### config.mk
export PLATFORM = sky130hd
export DESIGN_NAME = ask_word_sched
export DESIGN_NICKNAME = d
export VERILOG_FILES = /design/src/rtl/ask_pkg.sv /design/src/rtl/ask_word_fifo.sv /design/src/rtl/ask_word_sched.sv
export SDC_FILE = /design/constraint.sdc
export NUM_CORES = 1
export LEC_CHECK = 0
export CORE_MARGIN = 2
export CORE_UTILIZATION = 50
export DETAILED_ROUTE_END_ITERATION = 8
export GPL_TIMING_DRIVEN = 0
export PLACE_DENSITY = 0.87
export SYNTH_ARGS = -nofsm -noshare
export SYNTH_HDL_FRONTEND = slang
export SYNTH_SLANG_ARGS = --single-unit
### constraint.sdc
create_clock -name clk -period 2.3 [get_ports clk]
set_clock_uncertainty 0.15 [all_clocks]
set_input_delay 0.345 -clock clk [delete_from_list [all_inputs] [get_ports clk]]
set_output_delay 0.345 -clock clk [all_outputs]
set_load 0.02 [all_outputs]
### src/rtl/ask_pkg.sv
// Shared types and default sizing for the ASK word scheduler.
// Latency: n/a (declarations only).
// Backpressure: n/a.
package ask_pkg;

  localparam int WORD_W_DEF     = 10;
  localparam int DEPTH_DEF      = 4;
  localparam int GAP_CYCLES_DEF = 16;

  typedef enum logic [1:0] {
    IDLE  = 2'd0,
    OFFER = 2'd1,
    XMIT  = 2'd2,
    GAP   = 2'd3
  } sched_state_t;

endpackage

### src/rtl/ask_word_fifo.sv
// Word FIFO between the load synchronizer and the frame scheduler.
// Latency: push visible in count_o the next cycle; rdata_o shows the head combinationally.
// Backpressure: push while full is dropped unless a pop happens the same cycle.
module ask_word_fifo #(
  parameter int W     = 10,
  parameter int DEPTH = 4
) (
  input  logic                       clk,
  input  logic                       rst_n,
  input  logic                       push_i,
  input  logic [W-1:0]               wdata_i,
  input  logic                       pop_i,
  output logic [W-1:0]               rdata_o,
  output logic                       full_o,
  output logic                       empty_o,
  output logic [$clog2(DEPTH):0]     count_o
);

  localparam int AW = $clog2(DEPTH);

  logic [W-1:0]  mem_q [DEPTH];
  logic [AW-1:0] rd_ptr_q, wr_ptr_q;
  logic [AW:0]   cnt_q;
  logic          do_push, do_pop;

  assign full_o  = (cnt_q == (AW+1)'(DEPTH));
  assign empty_o = (cnt_q == '0);
  assign count_o = cnt_q;
  assign rdata_o = mem_q[rd_ptr_q];

  // A full FIFO still accepts a push when the head leaves in the same cycle.
  assign do_pop  = pop_i & ~empty_o;
  assign do_push = push_i & (~full_o | do_pop);

  // Storage needs no reset: occupancy is tracked by the pointers and count.
  always_ff @(posedge clk) begin
    if (do_push) mem_q[wr_ptr_q] <= wdata_i;
  end

  // Pointers wrap naturally at DEPTH (power of two); count only moves on unbalanced push/pop.
  always_ff @(posedge clk or negedge rst_n) begin
    if (!rst_n) begin
      rd_ptr_q <= '0;
      wr_ptr_q <= '0;
      cnt_q    <= '0;
    end else begin
      if (do_push) wr_ptr_q <= wr_ptr_q + AW'(1);
      if (do_pop)  rd_ptr_q <= rd_ptr_q + AW'(1);
      case ({do_push, do_pop})
        2'b10:   cnt_q <= cnt_q + (AW+1)'(1);
        2'b01:   cnt_q <= cnt_q - (AW+1)'(1);
        default: cnt_q <= cnt_q;
      endcase
    end
  end

endmodule

### src/rtl/ask_word_sched.sv
// Queues button-loaded words and hands them one frame at a time to an ASK modulator.
// Latency: 3 clk load->fifo_count, +1 clk to tx_valid; GAP_CYCLES+1 clk from tx_done to next offer.
// Backpressure: word held on tx_valid until tx_ready; loads into a full FIFO are dropped (sticky overflow).
// Optional ASK_SCHED_REPEAT_EN: with an empty FIFO, re-offer the last sent word as a beacon.
module ask_word_sched
  import ask_pkg::*;
#(
  parameter int WORD_W     = WORD_W_DEF,
  parameter int DEPTH      = DEPTH_DEF,
  parameter int GAP_CYCLES = GAP_CYCLES_DEF
) (
  input  logic                     clk,
  input  logic                     rst_n,
  input  logic                     load,
  input  logic [WORD_W-1:0]        word_in,
  input  logic                     tx_ready,
  input  logic                     tx_done,
  output logic                     tx_valid,
  output logic [WORD_W-1:0]        tx_word,
  output logic                     new_word,
  output logic [$clog2(DEPTH):0]   fifo_count,
  output logic                     overflow,
  output logic                     busy
);

  localparam int GW = (GAP_CYCLES > 1) ? $clog2(GAP_CYCLES) : 1;

  sched_state_t      state_q;
  logic [GW-1:0]     gap_q;
  logic              sync1_q, sync2_q, sync3_q;
  logic              tx_valid_q, new_word_q, overflow_q;
  logic [WORD_W-1:0] tx_word_q;
  logic              load_edge, handoff, pop;
  logic              fifo_full, fifo_empty;
  logic [WORD_W-1:0] fifo_head;
  logic              beacon_ok, beacon_pop_blk;
  logic [WORD_W-1:0] beacon_word;

  assign load_edge = sync2_q & ~sync3_q;
  assign handoff   = (state_q == OFFER) & tx_ready;
  assign pop       = handoff & ~beacon_pop_blk;

  // Two flops bring the button into clk; the third gives the previous value for edge detect.
  always_ff @(posedge clk or negedge rst_n) begin
    if (!rst_n) begin
      sync1_q <= 1'b0;
      sync2_q <= 1'b0;
      sync3_q <= 1'b0;
    end else begin
      sync1_q <= load;
      sync2_q <= sync1_q;
      sync3_q <= sync2_q;
    end
  end

  ask_word_fifo #(
    .W     (WORD_W),
    .DEPTH (DEPTH)
  ) u_fifo (
    .clk     (clk),
    .rst_n   (rst_n),
    .push_i  (load_edge),
    .wdata_i (word_in),
    .pop_i   (pop),
    .rdata_o (fifo_head),
    .full_o  (fifo_full),
    .empty_o (fifo_empty),
    .count_o (fifo_count)
  );

  // Sticky drop flag: only a load that the FIFO cannot absorb this cycle counts.
  always_ff @(posedge clk or negedge rst_n) begin
    if (!rst_n) overflow_q <= 1'b0;
    else if (load_edge && fifo_full && !pop) overflow_q <= 1'b1;
  end

`ifdef ASK_SCHED_REPEAT_EN
  logic [WORD_W-1:0] last_q;
  logic              sent_q;
  logic              beacon_q;

  // Track the last handed-off word and whether the pending offer is a replay (no pop).
  always_ff @(posedge clk or negedge rst_n) begin
    if (!rst_n) begin
      last_q   <= '0;
      sent_q   <= 1'b0;
      beacon_q <= 1'b0;
    end else begin
      if (handoff) begin
        last_q <= tx_word_q;
        sent_q <= 1'b1;
      end
      if (state_q == IDLE) beacon_q <= fifo_empty & sent_q;
    end
  end

  assign beacon_ok      = sent_q;
  assign beacon_word    = last_q;
  assign beacon_pop_blk = beacon_q;
`else
  assign beacon_ok      = 1'b0;
  assign beacon_word    = '0;
  assign beacon_pop_blk = 1'b0;
`endif

  // Frame FSM: offer, wait for modulator to finish, then enforce the inter-frame gap.
  always_ff @(posedge clk or negedge rst_n) begin
    if (!rst_n) begin
      state_q    <= IDLE;
      gap_q      <= '0;
      tx_valid_q <= 1'b0;
      tx_word_q  <= '0;
      new_word_q <= 1'b0;
    end else begin
      new_word_q <= 1'b0;
      case (state_q)
        IDLE: begin
          if (!fifo_empty) begin
            tx_word_q  <= fifo_head;
            tx_valid_q <= 1'b1;
            state_q    <= OFFER;
          end else if (beacon_ok) begin
            tx_word_q  <= beacon_word;
            tx_valid_q <= 1'b1;
            state_q    <= OFFER;
          end
        end
        OFFER: begin
          if (tx_ready) begin
            new_word_q <= 1'b1;
            tx_valid_q <= 1'b0;
            state_q    <= XMIT;
          end
        end
        XMIT: begin
          if (tx_done) begin
            gap_q   <= GW'(GAP_CYCLES - 1);
            state_q <= GAP;
          end
        end
        GAP: begin
          if (gap_q == '0) state_q <= IDLE;
          else             gap_q   <= gap_q - GW'(1);
        end
        default: state_q <= IDLE;
      endcase
    end
  end

  assign tx_valid = tx_valid_q;
  assign tx_word  = tx_word_q;
  assign new_word = new_word_q;
  assign overflow = overflow_q;
  assign busy     = (state_q != IDLE);

endmodule

==> impl_metrics.tcl <==
set metrics [dict create \
    synth_mux_area_frac 0.128 \
    netlist_instances 177 \
    synth_nets 202 \
    power.density_mw_per_mm2 1270 \
    drive_gt1_frac 0.243 \
    ys_ff_latch 69 \
    final_area_mm2 0.00355 \
    initial_core_util 0.519 \
    relSlewSlack 0.537 \
    n_antenna_cell 0 \
    required_ps 2370 \
    status "complete, no violations" \
    synth_cell_types 40 \
    wl_per_cell_um 16.3 \
    placed_area_mm2 0.00328 \
    worst-endpoint-arrival_ps 2280 \
    finalCriticalPeriod_ps 2210 \
    die_h_um 79.8 \
    synth_top_family_by_area "multiplexers" \
    syn_area_mm2 0.00287 \
    fin_util 0.640 \
    cts_buffers 9 \
    areaGrowthSynthToFinish_pct 23.5 \
    synth_area_per_cell_um2 16.2 \
    synth-compound-area-share 0.0562 \
    yosysWarnings 0 \
    sw_frac_of_total 0.328 \
    via_per_inst 5.32 \
    rsz0062_at_grt "yes" \
    clockBufferDepth 2 \
    met3WireLength_um 197 \
    io_buffer_count 31 \
    cp_slowest_cell "dfrtp_1" \
    hold_class "reg2reg" \
    dpl.hpwl_um 3170 \
    htree_levels 3 \
    grt_pass1_wl_um 7840 \
    cp_slowest_stage_delay_ps 390 \
    synth_adder_area_share 0.0461 \
    vias 1607 \
    yosysSeqAreaShare 0.670 \
    hold_depth 0 \
    worstMarginPinSlew_ps 695 \
    finalSetupViolations 0 \
    internal_power_mw 3.03 \
    reg2reg_setup_slack_ps 90 \
    clk_pin_slew_ps 70 \
    hold_viol_final 0 \
    p_clk_frac 0.202 \
    wirelength_um 4910 \
    combPwrFrac 0.394 \
    hold_slack_ps 212 \
    switching_power_mw 1.48 \
    top_layer "met4" \
    critPathMaxFanout 8 \
    peakVddDrop_uv 459 \
    wl_met2_um 2490 \
    fp.coreArea_mm2 0.00554 \
    rows 27 \
    ant_nets 0 \
    synthXorXnorAreaFrac 0.0183 \
    drc 0 \
    grtUsageTotal 0.173 \
    synth-simple-area-share 0.0549 \
    die_w_um 79.8 \
    ff2ff_path_depth 9 \
    gr-total-overflow 0 \
    fp.dieArea_mm2 0.00637 \
    max_freq_mhz 452 \
    fin_crit_sh 0.961 \
    crit_chain "inv_2 -> ha_4 -> nand2_8 -> nor2_4 -> nand2_2 -> fa_2 -> or3_4 -> a32oi_1 -> o21ai_1" \
    first_global_vias 1608 \
    leakage_nw 1.33 \
    drt_first_pass_iters 4 \
    cts_num_sinks 69 \
    met1Wirelength_um 2110 \
    nNetsFinal 250 \
    antenna_found_initial 0 \
    ys.flop_type "edfxtp_1" \
    synth_edf_count 40 \
    report.final.slew_viol_count 0 \
    cap_viol_max_count 0 \
    cts_tree "built" \
    cp-end-kind "flop" \
    gp_routability_congestion 0.764 \
    p_seq_frac 0.405 \
    boundaryPins 32 \
    grt_max_degree 30 \
    path_class "reg2reg" \
    clkLatencyLatePin_ps 340 \
    synthArstFlopShare 0.420 \
    start_kind "flop" \
    first_iter_violations 86 \
    cts_root_buf "clkbuf_8" \
]
-- worst paths after layout --
kind | start | end
worst max-delay path | state_q[1] | u_fifo.count_o[2]
worst min-delay path | sync1_q | sync2_q
worst max register to register | state_q[1] | u_fifo.count_o[2]
worst min register to register | sync1_q | sync2_q
max in group asynchronous | rst_n | state_q[0]
min in group asynchronous | rst_n | tx_word[6]
-- metrics by stage --
stage          std cells  worst slack, ps  power (mW)  TNS (ps)
2_1_floorplan        177             11.6        2.96         0
3_3_place_gp         280             -288        3.45     -8530
3_5_place_dp         280             -313        3.52     -9550
4_1_cts              298             10.2        4.48         0
5_1_grt              302            -31.2        4.77     -31.2
6_report             302             89.5        4.51         0
-- per-layer routing --
metal  vias to the layer above  track usage
met5                         -            0
met4                         0       0.0966
met1                       806        0.208
met3                        10       0.0452
met2                        30        0.284
li1                        761            -
-- cell type report --
type,count,area (um^2)
buffer,4,27.5
clock buffer,11,131
clock inverter,5,51.3
fill,393,1990
inverter,13,48.8
multi-input combinational,91,920
sequential,69,1930
tap,72,90.1
timing repair buffer,37,352
-- power by group through the flow --
| stage | registers, mW | clock network, mW | logic (mW) |
|---|---|---|---|
| floorplan | 1.97 | 0 | 0.981 |
| global placement | 1.83 | 0 | 1.62 |
| detailed placement | 1.85 | 0 | 1.67 |
| CTS | 1.82 | 0.938 | 1.72 |
| global route | 1.87 | 0.979 | 1.92 |
| finish | 1.83 | 0.911 | 1.78 |
-- flip-flops by register name (all words and copies together), names as in the netlist --
register and cells:
tx_word 10, sync2_q 1, tx_valid 1, sync1_q 1
gap_q 4, new_word 1, u_fifo.rd_ptr_q 2, u_fifo.count_o 3
u_fifo.mem_q 40, u_fifo.wr_ptr_q 2, state_q 2, sync3_q 1
overflow 1
-- worst max-delay path: cells and delay by family (launching register included) --
| family | cells | cell delay (ps) |
|---|---|---|
| DFF | 1 | 390 |
| AOI/OAI and AO/OA | 2 | 280 |
| buffers and inverters | 1 | 90 |
| adders and majority gates | 2 | 560 |
| and+or+nand+nor | 4 | 630 |
-- layout by cell type (no fill, tap or decap), drive strengths merged, types with 2 or more instances in the layout --
cell,synthesis,final
edfxtp,40,40
clkdlybuf4s50,0,29
dfrtp,29,29
inv,13,13
clkbuf,1,12
mux2,11,11
mux4,10,10
ha,9,9
buf,3,9
nand2,7,7
a21oi,6,6
xnor2,5,5
nand3,5,5
nor2,5,5
and2,4,4
o21ai,4,4
nand2b,3,3
a31oi,3,3
clkinv,0,3
o211ai,2,2
or3,2,2
-- timing repair --
action                                  4_1_cts  5_1_grt
resized for setup                             5        9
hold endpoints to repair                     29        0
buffers inserted                              1        4
endpoints found under the setup margin       41       42
hold buffers                                  1        0
gates cloned                                  0        0
pin swaps                                     0        5
-- Yosys cell counts, types with 2 or more instances --
master     n  area [um^2]
nand3_1    5         25.0
nand2_1    6         22.5
a21oi_1    6         30.0
or3_1      2         12.5
o211ai_1   2         15.0
xnor2_1    5         43.8
o21ai_0    3         15.0
mux4_2     8          180
mux4_1     2         52.6
dfrtp_1   29          726
nor2_1     5         18.8
edfxtp_1  40         1200
mux2_2    11          124
inv_1     12         45.0
and2_1     4         25.0
nand2b_1   3         18.8
a31oi_1    3         18.8
ha_1       9          113
-- logic make-up after synthesis --
| logic type | Yosys count |
|---|---|
| adders and majority gates | 10 |
| muxes | 22 |
| xor gates and xnor gates | 6 |
| DFF | 69 |
| and+or+nand+nor | 29 |
| AOI/OAI and AO/OA | 24 |
| buffers and inverters | 17 |
(Power assumes the default switching activity.)
